==> src/rtl/egress_desc_queue.sv <==
// Per-port egress descriptor queue: circular buffer feeding an offer/busy reader FSM.
// Optional saturating drop counter enabled by defining EGRESS_DROP_CNT_EN.
package mem_pkg;
   localparam int ADDR_W = 12;
endpackage

module egress_desc_queue #(
   parameter int DEPTH  = 8,
   parameter int ADDR_W = mem_pkg::ADDR_W
) (
   input  logic                       clk,
   input  logic                       rst_n,
   input  logic                       write_req_i,
   input  logic [ADDR_W-1:0]          start_ptr_i,
   input  logic                       flush_i,
   output logic                       desc_valid_o,
   output logic [ADDR_W-1:0]          desc_ptr_o,
   input  logic                       desc_ready_i,
   input  logic                       frame_done_i,
   output logic [$clog2(DEPTH+1)-1:0] count_o,
   output logic                       full_o,
   output logic                       empty_o,
   output logic                       overflow_o
`ifdef EGRESS_DROP_CNT_EN
  ,output logic [15:0]                drop_count_o
`endif
);

   localparam int PW = $clog2(DEPTH);
   localparam int CW = $clog2(DEPTH+1);
   localparam logic [CW-1:0] FULL_CNT = CW'(DEPTH);

   typedef enum logic [1:0] {
      IDLE  = 2'd0,
      OFFER = 2'd1,
      BUSY  = 2'd2
   } state_t;

   state_t            state, state_nxt;
   logic [ADDR_W-1:0] mem [DEPTH];
   logic [PW-1:0]     wr_ptr, rd_ptr;
   logic [CW-1:0]     count, cnt_nxt;
   logic              is_full, do_enq, do_deq, drop;

   assign is_full = (count == FULL_CNT);
   assign do_enq  = write_req_i && !is_full;
   assign do_deq  = (state == OFFER) && desc_ready_i;
   assign drop    = write_req_i && is_full;

   always_comb begin
      cnt_nxt = count;
      if (do_enq && !do_deq)
         cnt_nxt = count + CW'(1);
      else if (!do_enq && do_deq)
         cnt_nxt = count - CW'(1);
   end

   always_comb begin
      state_nxt = state;
      unique case (state)
         IDLE: begin
            if (cnt_nxt != '0)
               state_nxt = OFFER;
         end
         OFFER: begin
            if (desc_ready_i)
               state_nxt = BUSY;
         end
         BUSY: begin
            if (frame_done_i)
               state_nxt = (cnt_nxt != '0) ? OFFER : IDLE;
         end
         default: state_nxt = IDLE;
      endcase
   end

   // Flush wins over every other update, including a same-cycle enqueue
   always_ff @(posedge clk or negedge rst_n) begin
      if (!rst_n) begin
         state      <= IDLE;
         wr_ptr     <= '0;
         rd_ptr     <= '0;
         count      <= '0;
         overflow_o <= 1'b0;
      end else if (flush_i) begin
         state      <= IDLE;
         wr_ptr     <= '0;
         rd_ptr     <= '0;
         count      <= '0;
         overflow_o <= 1'b0;
      end else begin
         state      <= state_nxt;
         count      <= cnt_nxt;
         overflow_o <= drop;
         if (do_enq)
            wr_ptr <= wr_ptr + PW'(1);
         if (do_deq)
            rd_ptr <= rd_ptr + PW'(1);
      end
   end

   always_ff @(posedge clk) begin
      if (do_enq && !flush_i)
         mem[wr_ptr] <= start_ptr_i;
   end

`ifdef EGRESS_DROP_CNT_EN
   always_ff @(posedge clk or negedge rst_n) begin
      if (!rst_n)
         drop_count_o <= '0;
      else if (drop && !flush_i && drop_count_o != 16'hFFFF)
         drop_count_o <= drop_count_o + 16'd1;
   end
`endif

   assign desc_valid_o = (state == OFFER);
   assign desc_ptr_o   = mem[rd_ptr];
   assign count_o      = count;
   assign full_o       = is_full;
   assign empty_o      = (count == '0);

endmodule

==> config.mk <==
export PLATFORM = sky130hd
export DESIGN_NAME = egress_desc_queue
export DESIGN_NICKNAME = d
export VERILOG_FILES = /design/src/rtl/egress_desc_queue.sv
export SDC_FILE = /design/constraint.sdc
export NUM_CORES = 1
export LEC_CHECK = 0
export ABC_AREA = 1
export CAP_MARGIN = 20
export CORE_AREA = 2 2 90 92
export CTS_BUF_LIST = sky130_fd_sc_hd__clkbuf_4
export DETAILED_ROUTE_END_ITERATION = 7
export DIE_AREA = 0 0 92 94
export HOLD_SLACK_MARGIN = 0.08
export PLACE_DENSITY_LB_ADDON = 0.12
export SLEW_MARGIN = 20
export SYNTH_ARGS = -nofsm -noshare
export SYNTH_HDL_FRONTEND = slang
export SYNTH_SLANG_ARGS = --single-unit
==> constraint.sdc <==
create_clock -name clk -period 5.6 [get_ports clk]
set_clock_uncertainty 0.05 [all_clocks]
set_input_delay 1.12 -clock clk [delete_from_list [all_inputs] [get_ports clk]]
set_output_delay 1.12 -clock clk [all_outputs]
set_load 0.03 [all_outputs]
==> results.txt, run 1 <==
wire length per cell: 16.1 um
synthesized area: 0.00454 mm^2
Boundary Pins: 38
total number of vias: 3019
top cells by count, synth: nor2_1, edfxtp_1, o21ai_0, nand2_1, inv_1
internal power: 0.00121 W
post-synth net total: 414
average cell area after synthesis: 11.6 um^2
startpoint types: flip-flop
ys async rst share: 0.119
fin crit period: 4.47 ns
WL final: 8.66 mm
VDD IR-drop max: 0.211 mV
switch share: 0.338
Die ar.: 0.00865 mm^2
max cap viols: 0
CTS buffer count: 9
number of global-route vias before repair: 2859
largest net degree at the start of global routing: 50
register area share after synthesis: 0.707
Cells after Synth: 392
Distinct cells, synth: 28
CP arrival: 3.30 ns
hold buffers post-CTS: 0
Layout area overhead: 13.7%
Cell Rows: 32
Buffers on Ports: 37
RSZ-0062 raised after global routing: no
Flop pwr share: 0.518
Hold Slack: 0.527 ns
Fin. Hold Viols: 0
area fraction of the dominant cell type after synthesis: 0.635
Chip Height: 94 um
Hold/Removal Path Class: reg -> reg
share of layout cells above drive strength 1: 0.0849
cell with the most instances after synthesis: nor2_1
Psw: 0.000618 W
first-pass GRT wire length: 13.8 mm
Clk Latency, worst-skew pair: 0.43 ns
initial core utilization: 0.597
root buf cell: clkbuf_4
Core Region: 0.00761 mm^2
EDFF count, synth: 96
Antenna Violating Nets Remaining: 0
worst setup path end: desc_ptr_o[6]
status: finished clean
total grt overflow: 0
worst-path fanout max: 26
GP Congestion: 0.790
Setup Buffers After CTS: 0
Setup TNS Final: 0 ns
Tcrit/Tclk final: 0.798
top_reg_cell synth: edfxtp_1
DRC viols: 0
pwr dens: 354 mW/mm^2
Fillers: 570
Setup crit end kind: output pin
WS Path Type: reg -> out
Gate power share: 0.284
Clock Sinks: 109
Max H-tree Level: 3
First-pass DRT Iterations: 5
NumNets Final: 453
WP data required: 4.43 ns
FF+latch count, synth: 109
Slew Viols, Final: 0
final setup vio count: 0
Iter 0 DRT Violations: 224
largest area contributor in the netlist: edfxtp_1
largest cells by area after synthesis: edfxtp_1, nor2_1, dfrtp_1
initial antenna violation count: 0
dpl hpwl: 5.44 mm
clk buf depth: 2
gr usage total: 0.210
Leak: 1.87 nW
slew of the pin with the lowest slew margin: 0.872 ns
reg-to-reg setup timing slack: 2.96 ns
vias per cell: 5.61
PostCTS Resize Cnt: 0
CTS tree: built
crit path from: rd_ptr[1]
max_slew headroom: 0.419
Worst R2R Start: count_o[0]
FMAX: 224 MHz
Worst-path clk slew: 0.15 ns
Inserted Diodes: 0
die width: 92 um
yosys warns: 0
worst reg-to-reg path cell count: 10
clock power share: 0.198
capturing point of the worst reg2reg path: mem[7][11]
==> layer usage <==
metal / global-route usage / routed length, um / vias to the layer above
met4: 0.0833 / 141 / 0
li1: - / - / 1451
met5: 0 / 0 / -
met2: 0.347 / 4260 / 106
met3: 0.0289 / 561 / 11
met1: 0.287 / 3690 / 1451
==> critical path: stages (launching register included) <==
cell and delay [ns]:
dfrtp_1 0.74, inv_1 0.74, o21ai_0 0.21, o22ai_1 0.17
nor2_1 0.06, a31oi_1 0.22, clkdlybuf4s50_1 0.72
==> final cells by class <==
cell class | count | area, um^2 | share of cell area
multi-input combinational | 242 | 1160 | 0.226
timing repair buffer | 45 | 430 | 0.0834
tap | 102 | 128 | 0.0247
clock buffer | 10 | 75.1 | 0.0145
inverter | 24 | 95.1 | 0.0184
clock inverter | 6 | 60.1 | 0.0116
sequential | 109 | 3210 | 0.622
==> placed cells by master (no fill, tap or decap), types with 2 or more instances in the layout <==
master / instances
a21oi_1: 6
a31oi_1: 12
buf_4: 8
clkbuf_4: 10
clkdlybuf4s50_1: 37
clkinv_4: 3
clkinvlp_4: 2
dfrtp_1: 13
edfxtp_1: 96
ha_1: 4
inv_1: 19
inv_2: 3
nand2_1: 32
nand2_4: 2
nand3_1: 8
nand3_2: 2
nand3_4: 2
nor2_1: 102
nor2_2: 2
o21ai_0: 50
o21ai_1: 2
o22ai_1: 12
==> state kept, by name, indices dropped and copies added, names as in the netlist <==
signal / cells
count_o: 4
mem: 96
overflow_o: 1
rd_ptr: 3
state: 2
wr_ptr: 3
==> worst min-delay path by stage <==
stage,start,end,slack (ns),depth (start not counted)
final,state[1],state[1],0.53,3
after global routing,wr_ptr[0],wr_ptr[0],0.58,2
after CTS,state[1],state[1],0.53,3
after detailed placement,state[1],state[1],0.52,3
after global placement,state[1],state[1],0.50,3
after floorplan,state[1],state[1],0.48,3
==> power groups by stage <==
stage | clock network [W] | registers, W | logic [W]
after floorplan | 0 | 0.000965 | 0.000340
after global placement | 0 | 0.000963 | 0.000509
after detailed placement | 0 | 0.000965 | 0.000519
after CTS | 0.000367 | 0.000946 | 0.000521
after global routing | 0.000399 | 0.000951 | 0.000569
final | 0.000363 | 0.000946 | 0.000519
==> per-stage QoR <==
stage,utilization,total power (W),instance area (um^2),worst slack [ns],cells
2_1_floorplan,-,0.00131,4540,2.90,392
3_3_place_gp,0.660,0.00147,5020,1.72,522
3_5_place_dp,0.660,0.00148,5020,1.67,522
4_1_cts,0.678,0.00183,5160,1.17,538
5_1_grt,0.678,0.00192,5160,0.918,538
6_report,0.678,0.00183,5160,1.13,538
==> cells by family after synthesis <==
group,after synthesis,share of synthesized area
flip-flops,109,0.707
XOR/XNOR,1,0.00193
AND/OR/NAND/NOR,153,0.142
buffers and inverters,41,0.0375
AO/OA/AOI/OAI,84,0.100
adder cells (fa/ha/maj),4,0.0110
(Power assumes the default switching activity.)
==> run 2, diff against run 1 <==
Settings changed: CORE_AREA 2 2 90 92 to 2 2 95 97, DIE_AREA 0 0 92 94 to 0 0 97 99.
Clock period 5.6 ns to 3.9 ns, I/O delays scaled along.
==> run 2 against run 1 <==
- critical path depth stayed put
- final area is 0.65% higher
- via count is 1.3% lower
- non-clock buffer count is 3 higher
- setup slack worse by 0.81 ns
- sequential cell count stayed put
- power is 47% higher
- combinational power is 49% higher
- hold slack worse by 0.012 ns
- first-iteration DRC count is 25% lower
- register-to-register slack worse by 1.6 ns
- critical path type unchanged
- critical endpoint is now desc_ptr_o[5]
- largest cell class unchanged
==> results.txt, run 2 (synthesized netlist as in run 1, its figures left out) <==
Tcrit/Tclk final: 0.918
number of global-route vias before repair: 2848 (-0.38%)
post-layout util: 0.608 (-0.0709)
Inserted Diodes: 0 (unchanged)
Boundary Pins: 38 (unchanged)
Buffers on Ports: 37 (unchanged)
CTS buffer count: 9 (unchanged)
Die ar.: 0.00960 mm^2 (+11%)
worst-path fanout max: 25 (-3.8%)
CP bufs+invs: 2 (unchanged)
Max H-tree Level: 3 (unchanged)
Iter 0 DRT Violations: 168 (-25%)
slowest library cell on the worst path: clkdlybuf4s50_1
Fillers: 701 (+23%)
fin crit period: 3.58 ns
multi-input logic area: 0.00116 mm^2 (-0.43%)
hold buffers post-CTS: 0 (unchanged)
CTS tree: built
WL final: 9.32 mm (+7.6%)
DRC viols: 0 (unchanged)
flip-flop count of the largest register after layout: 96 (unchanged)
VDD IR-drop max: 0.257 mV (+22%)
Cell Rows: 34 (+6.3%)
Fin. Hold Viols: 0 (unchanged)
max_slew headroom: 0.472 (+0.0535)
First-pass DRT Iterations: 4 (-1)
slowest stage delay, CP: 0.70 ns (-0.04 ns)
most common cell after layout, fill and taps aside: nor2_1
dpl hpwl: 5.96 mm (+9.5%)
final setup vio count: 0 (unchanged)
pwr dens: 517 mW/mm^2 (+46%)
setup ws final: 0.319 ns (-0.815 ns)
Clk Latency, worst-skew pair: 0.44 ns (about the same)
PostCTS Resize Cnt: 0 (unchanged)
clk buf depth: 2 (unchanged)
FMAX: 279 MHz
Clock Sinks: 109 (unchanged)
Worst-path clk slew: 0.14 ns (about the same)
DP Worst Slack: 0.760 ns (-0.910 ns)
WS Path Type: reg -> out
wire length per cell: 17.0 um (+5.8%)
Setup crit end kind: output pin
Slew Viols, Final: 0 (unchanged)
Leak: 1.90 nW (+1.4%)
status: finished clean
GP Congestion: 0.829 (+4.9%)
most frequent cells in the layout: nor2_1, edfxtp_1, o21ai_0, clkdlybuf4s50_1, nand2_1
vias per cell: 5.45 (-2.9%)
CP cell instances: inv_1, o21ai_0, o22ai_1, nor2_1, a31oi_1, clkdlybuf4s50_1
initial antenna violation count: 0 (unchanged)
total grt overflow: 0 (unchanged)
CP arrival: 2.75 ns (-0.55 ns)
max cap viols: 0 (unchanged)
Hold Slack: 0.516 ns (-0.0118 ns)
startpoint types: flip-flop
slew of the pin with the lowest slew margin: 0.787 ns (-0.0851 ns)
Antenna Violating Nets Remaining: 0 (unchanged)
Largest Register: mem
initial core utilization: 0.531 (-0.0658)
largest net degree at the start of global routing: 50 (unchanged)
NumNets Final: 456 (+0.66%)
die width: 97 um (+5.4%)
Chip Height: 99 um (+5.3%)
Setup Buffers After CTS: 0 (unchanged)
root buf cell: clkbuf_4
Hold/Removal Path Class: reg -> reg
WP data required: 3.07 ns (-1.36 ns)
gr usage total: 0.202 (-0.00893)
total number of vias: 2981 (-1.3%)
first-pass GRT wire length: 14.8 mm (+7.7%)
share of layout cells above drive strength 1: 0.0866 (+0.00170)
Setup TNS Final: 0 ns (unchanged)
Layout area overhead: 14.5%
Core Region: 0.00855 mm^2 (+12%)
Register Area: 0.00321 mm^2 (unchanged)
Top delay family on crit path: buffers and inverters
RSZ-0062 raised after global routing: no
## run 2: changes by cell type in the layout (fill, tap and decap cells not counted)
cell / change
inv_6: +2
bufinv_16: +1
clkinvlp_4: -1
clkinv_2: +1
buf_4: +3
clkinv_8: -1
inv_8: -1
nor2_2: -2
nor2_1: +2
clkinv_4: -1
## run 2: power by group
| group | leakage (nW) | switching (W) | internal, W |
|---|---|---|---|
| Combinational | 0.775 | 0.000494 | 0.000280 |
| Clock | 0.0774 | 0.000360 | 0.000208 |
| Sequential | 1.04 | 0.0000309 | 0.00131 |
## run 2: per-layer routing
metal	up-vias	track usage	wire length, um
met4	0	0.0758	96
met2	64	0.321	4420
li1	1460	-	-
met3	8	0.0284	454
met5	-	0	0
met1	1449	0.287	4350
## run 2: path summary, 6_finish.rpt
kind,to,startpoint,slack (ns),cells past startpoint
min in group asynchronous,count_o[1],rst_n,0.65,1
max in group asynchronous,wr_ptr[2],rst_n,2.75,1
min,state[1],state[1],0.52,3
min reg2reg,state[1],state[1],0.52,3
max reg2reg,mem[6][7],count_o[0],1.34,10
max,desc_ptr_o[5],rd_ptr[1],0.32,6
## run 2: tightest hold or removal path: stages, from the launching register on
cell and delay [ns]:
dfrtp_1 0.37, inv_2 0.06, nand4_1 0.08, nand2_1 0.04
## run 2: layout make-up
| type | instances | share of cell area |
|---|---|---|
| Sequential cell | 109 | 0.618 |
| Multi-Input combinational cell | 242 | 0.223 |
| Timing Repair Buffer | 48 | 0.0872 |
| Tap cell | 108 | 0.0260 |
| Inverter | 24 | 0.0183 |
| Clock buffer | 10 | 0.0145 |
| Clock inverter | 6 | 0.0132 |
## run 2: stage by stage
step / instance area, um^2 / total power (W) / instances
2_1_floorplan: 4540 / 0.00187 / 392
3_3_place_gp: 5050 / 0.00214 / 531
3_5_place_dp: 5050 / 0.00214 / 531
4_1_cts: 5190 / 0.00270 / 547
5_1_grt: 5190 / 0.00282 / 547
6_report: 5190 / 0.00268 / 547
==> variant 1, RTL diff (settings of run 2) <==
Build with the macro `EGRESS_DROP_CNT_EN` defined.
--- a/src/rtl/egress_desc_queue.sv
+++ b/src/rtl/egress_desc_queue.sv
@@ -1,5 +1,7 @@
 // Per-port egress descriptor queue: circular buffer feeding an offer/busy reader FSM.
 // Optional saturating drop counter enabled by defining EGRESS_DROP_CNT_EN.
+`define EGRESS_DROP_CNT_EN
+
 package mem_pkg;
    localparam int ADDR_W = 12;
 endpackage
Behaviour (old outputs only; new: drop_count_o): unchanged (Yosys induction, for registers that start in step).
==> variant 1 against run 2 <==
Register-to-register slack worse by 0.05 ns. Final area grew 23%. Global-route usage up 4.6 points. Sequential cell count increased by 16. Wire length is 18% higher. Setup slack lost 0.042 ns. Total power up 23%. Clock power grew 62%. Largest cell class unchanged. Area after synthesis increased by 19%.
==> variant 1: results (changes against run 2) <==
- Ys async rst share: 23.20% (+11 points)
- FILL cells: 578 (-18%)
- Outcome: completed
- Peak VDD IR: 0.3145 mV (+22%)
- Via count: 3812 (+28%)
- Arrival time at the worst endpoint: 2.79 ns (+0.04 ns)
- Layout cells sized above 1: 10.28% (+1.6 points)
- CTS buffer count: 17 (+8)
- Routed length per instance: 16.12 um (-5.4%)
- Vias in the first global route: 3861 (+36%)
- Hold Path Sink: drop_count_o[4]
- Worst reg2reg endpoint: mem[0][5]
- Synth unique cells: 29 (+3.6%)
- Top post-synthesis cells by area: edfxtp_1 (53%), dfrtp_1 (13%), nor2_1 (7.6%)
- Dpl cell area: 6085 um^2 (+20%)
- Post-synth top cells: nor2_1 (109), edfxtp_1 (96), nand2_1 (58)
- Clock Latency Late Sink: 0.50 ns (+0.06 ns)
- Final period util: 92.90% (+1.1 points)
- Leakage power: 2.465 nW (+30%)
- Worst slack, placed: 0.8275 ns (+0.06769 ns)
- Post-synthesis sequential area ratio: 66.79% (-3.9 points)
- Worst-margin pin slew: 0.7441 ns (-0.04291 ns)
- Syn Nets: 516 (+25%)
- # port buffers: 53 (+43%)
- Hold_sp: drop_count_o[4]
- Final nets: 584 (+28%)
- DP HPWL: 6.890 mm (+16%)
- Gr usage total: 24.75% (+4.6 points)
## variant 1: cell types whose count changed in the layout (fill, tap and decap cells not counted), sizes merged, moves of 4 or more
cell | before | now
clkdlybuf4s50 | 37 | 53
xor2 | 0 | 12
dfrtp | 13 | 29
inv | 24 | 34
nand2 | 35 | 62
o21ai | 52 | 58
clkbuf | 10 | 17
nand3 | 12 | 20
nand4 | 1 | 6
nor2 | 104 | 112
clkinv | 4 | 8
## variant 1: where the power goes
group | internal, mW | switching [mW] | leakage, nW | total, mW
clock network | 0.442 | 0.479 | 0.149 | 0.921
registers | 1.50 | 0.0616 | 1.24 | 1.56
logic | 0.310 | 0.517 | 1.08 | 0.827
total | 2.25 | 1.06 | 2.46 | 3.31
## variant 1: final cells by class
| type | instances | share of cell area (%) |
|---|---|---|
| clock buffer | 17 | 1.999 |
| clock inverter | 15 | 2.704 |
| inverter | 34 | 2.038 |
| multi-input combinational | 316 | 24.67 |
| sequential | 125 | 56.52 |
| tap | 108 | 2.116 |
| timing repair buffer | 67 | 9.955 |
## variant 1: per-layer routing
layer  routed length [um]  share of wire (%)  GRT usage (%)
met5                    0                  0              0
met3                  652                5.9          6.879
met4                  157                1.4          11.16
met1                 4514                 41          30.47
met2                 5666                 52          41.29
## variant 1: worst max-delay path by stage
stage / endpoint
finish: desc_ptr_o[5]
global route: desc_ptr_o[5]
CTS: desc_ptr_o[5]
detailed placement: desc_ptr_o[5]
global placement: desc_ptr_o[5]
floorplan: mem[4][0]
## variant 1: per-stage QoR
stage / hold WS (ns) / util [%] / power (mW)
finish: 0.4804 / 74.67 / 3.312
global route: 0.5223 / 74.67 / 3.487
CTS: 0.4861 / 74.67 / 3.337
detailed placement: 0.4623 / 71.16 / 2.419
global placement: 0.4591 / 71.16 / 2.397
floorplan: 0.4344 / - / 2.117
## variant 1: logic make-up (layout without fill, tap and decap cells)
family,after synthesis,in the layout,share of synthesized area [%]
AO/OA/AOI/OAI,91,91,9.495
AND/OR/NAND/NOR,205,205,16.07
XOR/XNOR,15,15,2.432
adder cells (fa/ha/maj),5,5,1.158
buffers and inverters,52,133,4.053
flip-flops,125,125,66.79
==> variant 2, RTL diff (flow settings as in run 2) <==
Made on the original files. Compare `count` against `FULL_CNT` with >= in place of ==.
--- a/src/rtl/egress_desc_queue.sv
+++ b/src/rtl/egress_desc_queue.sv
@@ -42,7 +42,7 @@
    logic [CW-1:0]     count, cnt_nxt;
    logic              is_full, do_enq, do_deq, drop;
 
-   assign is_full = (count == FULL_CNT);
+   assign is_full = (count >= FULL_CNT);
    assign do_enq  = write_req_i && !is_full;
    assign do_deq  = (state == OFFER) && desc_ready_i;
    assign drop    = write_req_i && is_full;
Formal check against the unedited RTL: no difference found for any inputs over 10 cycles, from zero or initial values and one cycle with rst_n low; that may be too few to reach the edited logic, so the function may still have changed.
==> variant 2 against run 2 <==
Area after synthesis up 0.33%. Final cell count up 0.91%. Critical path depth unchanged. First-iteration DRC count decreased by 26%. Setup slack got worse by 0.014 ns. Total power grew 2.1%. Sequential cell count stayed put. Final area is 0.89% higher. Sequential share of layout area down 0.55 points. Fmax shrank 0.38%. Wire length down 1.0%. Critical path type unchanged. Critical endpoint is now desc_ptr_o[8]. Largest cell class unchanged. Highest routed layer unchanged.
==> variant 2: results (changes against run 2) <==
- Synth unique cells: 26 (-7.1%)
- Final worst slack: 0.3050 ns (-0.01359 ns)
- Inverters: 21 (-13%)
- Sequential cell area share: 61.21% (-0.55 points)
- Top post-synthesis cells by area: edfxtp_1 (63%), nor2_1 (8.5%), dfrtp_1 (7.1%)
- Post-Synth XOR/XNOR Area: 0% (-0.19 points)
- Final instance area: 5241 um^2 (+0.89%)
- R2r worst-path depth: 6 (-4)
- Pin count of the biggest net entering global routing: 31 (-38%)
- Hold WS: 0.5558 ns (+0.04023 ns)
- Adder-cell share of the synthesized area: 1.099% (-0.0036 points)
- Vias in the first global route: 2932 (+2.9%)
- Hold path depth: 2 (-1)
- Worst R2R Start: count_o[3]
- Gr usage total: 20.21% (+0.052 points)
- Max Fanout on Critical Path: 18 (-28%)
- FILL cells: 671 (-4.3%)
- Leakage power: 1.875 nW (-1.1%)
- Initial detailed-routing violation count: 124 (-26%)
- NonClk Buf Share: 9.358% (+0.64 points)
- Worst slack, placed: 0.8537 ns (+0.09387 ns)
- Final nets: 461 (+1.1%)
- Hold_sp: wr_ptr[0]
- Relative slew margins: 56.30% (+9.1 points)
- Placed cells: 536 (+0.94%)
- Clock Latency Late Sink: 0.46 ns (+0.02 ns)
- Final wirelength: 9.220 mm (-1.0%)
- Post-synthesis sequential area ratio: 70.46% (-0.23 points)
- Area of the multi-input gates: 1184 um^2 (+2.1%)
- DP HPWL: 5.922 mm (-0.64%)
- Syn Nets: 415 (+0.24%)
- Hold Path Sink: wr_ptr[0]
- Dpl cell area: 5096 um^2 (+0.89%)
- Post-Syn Area per Cell: 11.59 um^2 (about the same)
- Number of multi-input combinational cells: 245 (+1.2%)
- Peak VDD IR: 0.2666 mV (+3.7%)
- Routability cong.: 0.8518 (+2.8%)
- Final std cells w/o fill: 552 (+0.91%)
- Layout cells sized above 1: 9.685% (+1.0 points)
- CLK BUF: 9 (-1)
- Signal buffers: 53 (+10%)
- Outcome: completed
variant 2: layer usage:
layer	wire, um	share of wire [%]	vias to the layer above	global-route usage [%]
met5	0	0	-	0
met4	138	1.5	0	5.742
met3	550	6.0	12	5.248
met2	4369	47	95	31.94
met1	4161	45	1446	28.14
li1	-	-	1471	-
variant 2: worst max-delay path by stage:
stage / to
finish: desc_ptr_o[8]
global route: desc_ptr_o[3]
CTS: desc_ptr_o[8]
detailed placement: desc_ptr_o[8]
global placement: desc_ptr_o[7]
floorplan: desc_ptr_o[3]
variant 2: worst max-delay path, cell delays in order (launching register included):
cell and delay, ns:
dfrtp_1 0.71, buf_4 0.31, o21ai_0 0.12, o22ai_1 0.16, nor2_1 0.06, a31oi_1 0.22, clkdlybuf4s50_1 0.72
variant 2: report_power, final:
part           switching (mW)  leakage, nW  internal, mW  total [mW]
clock network           0.399       0.0746         0.152       0.551
registers              0.0554         1.04          1.32        1.38
logic                   0.507        0.758         0.307       0.813
total                   0.961         1.88          1.78        2.74
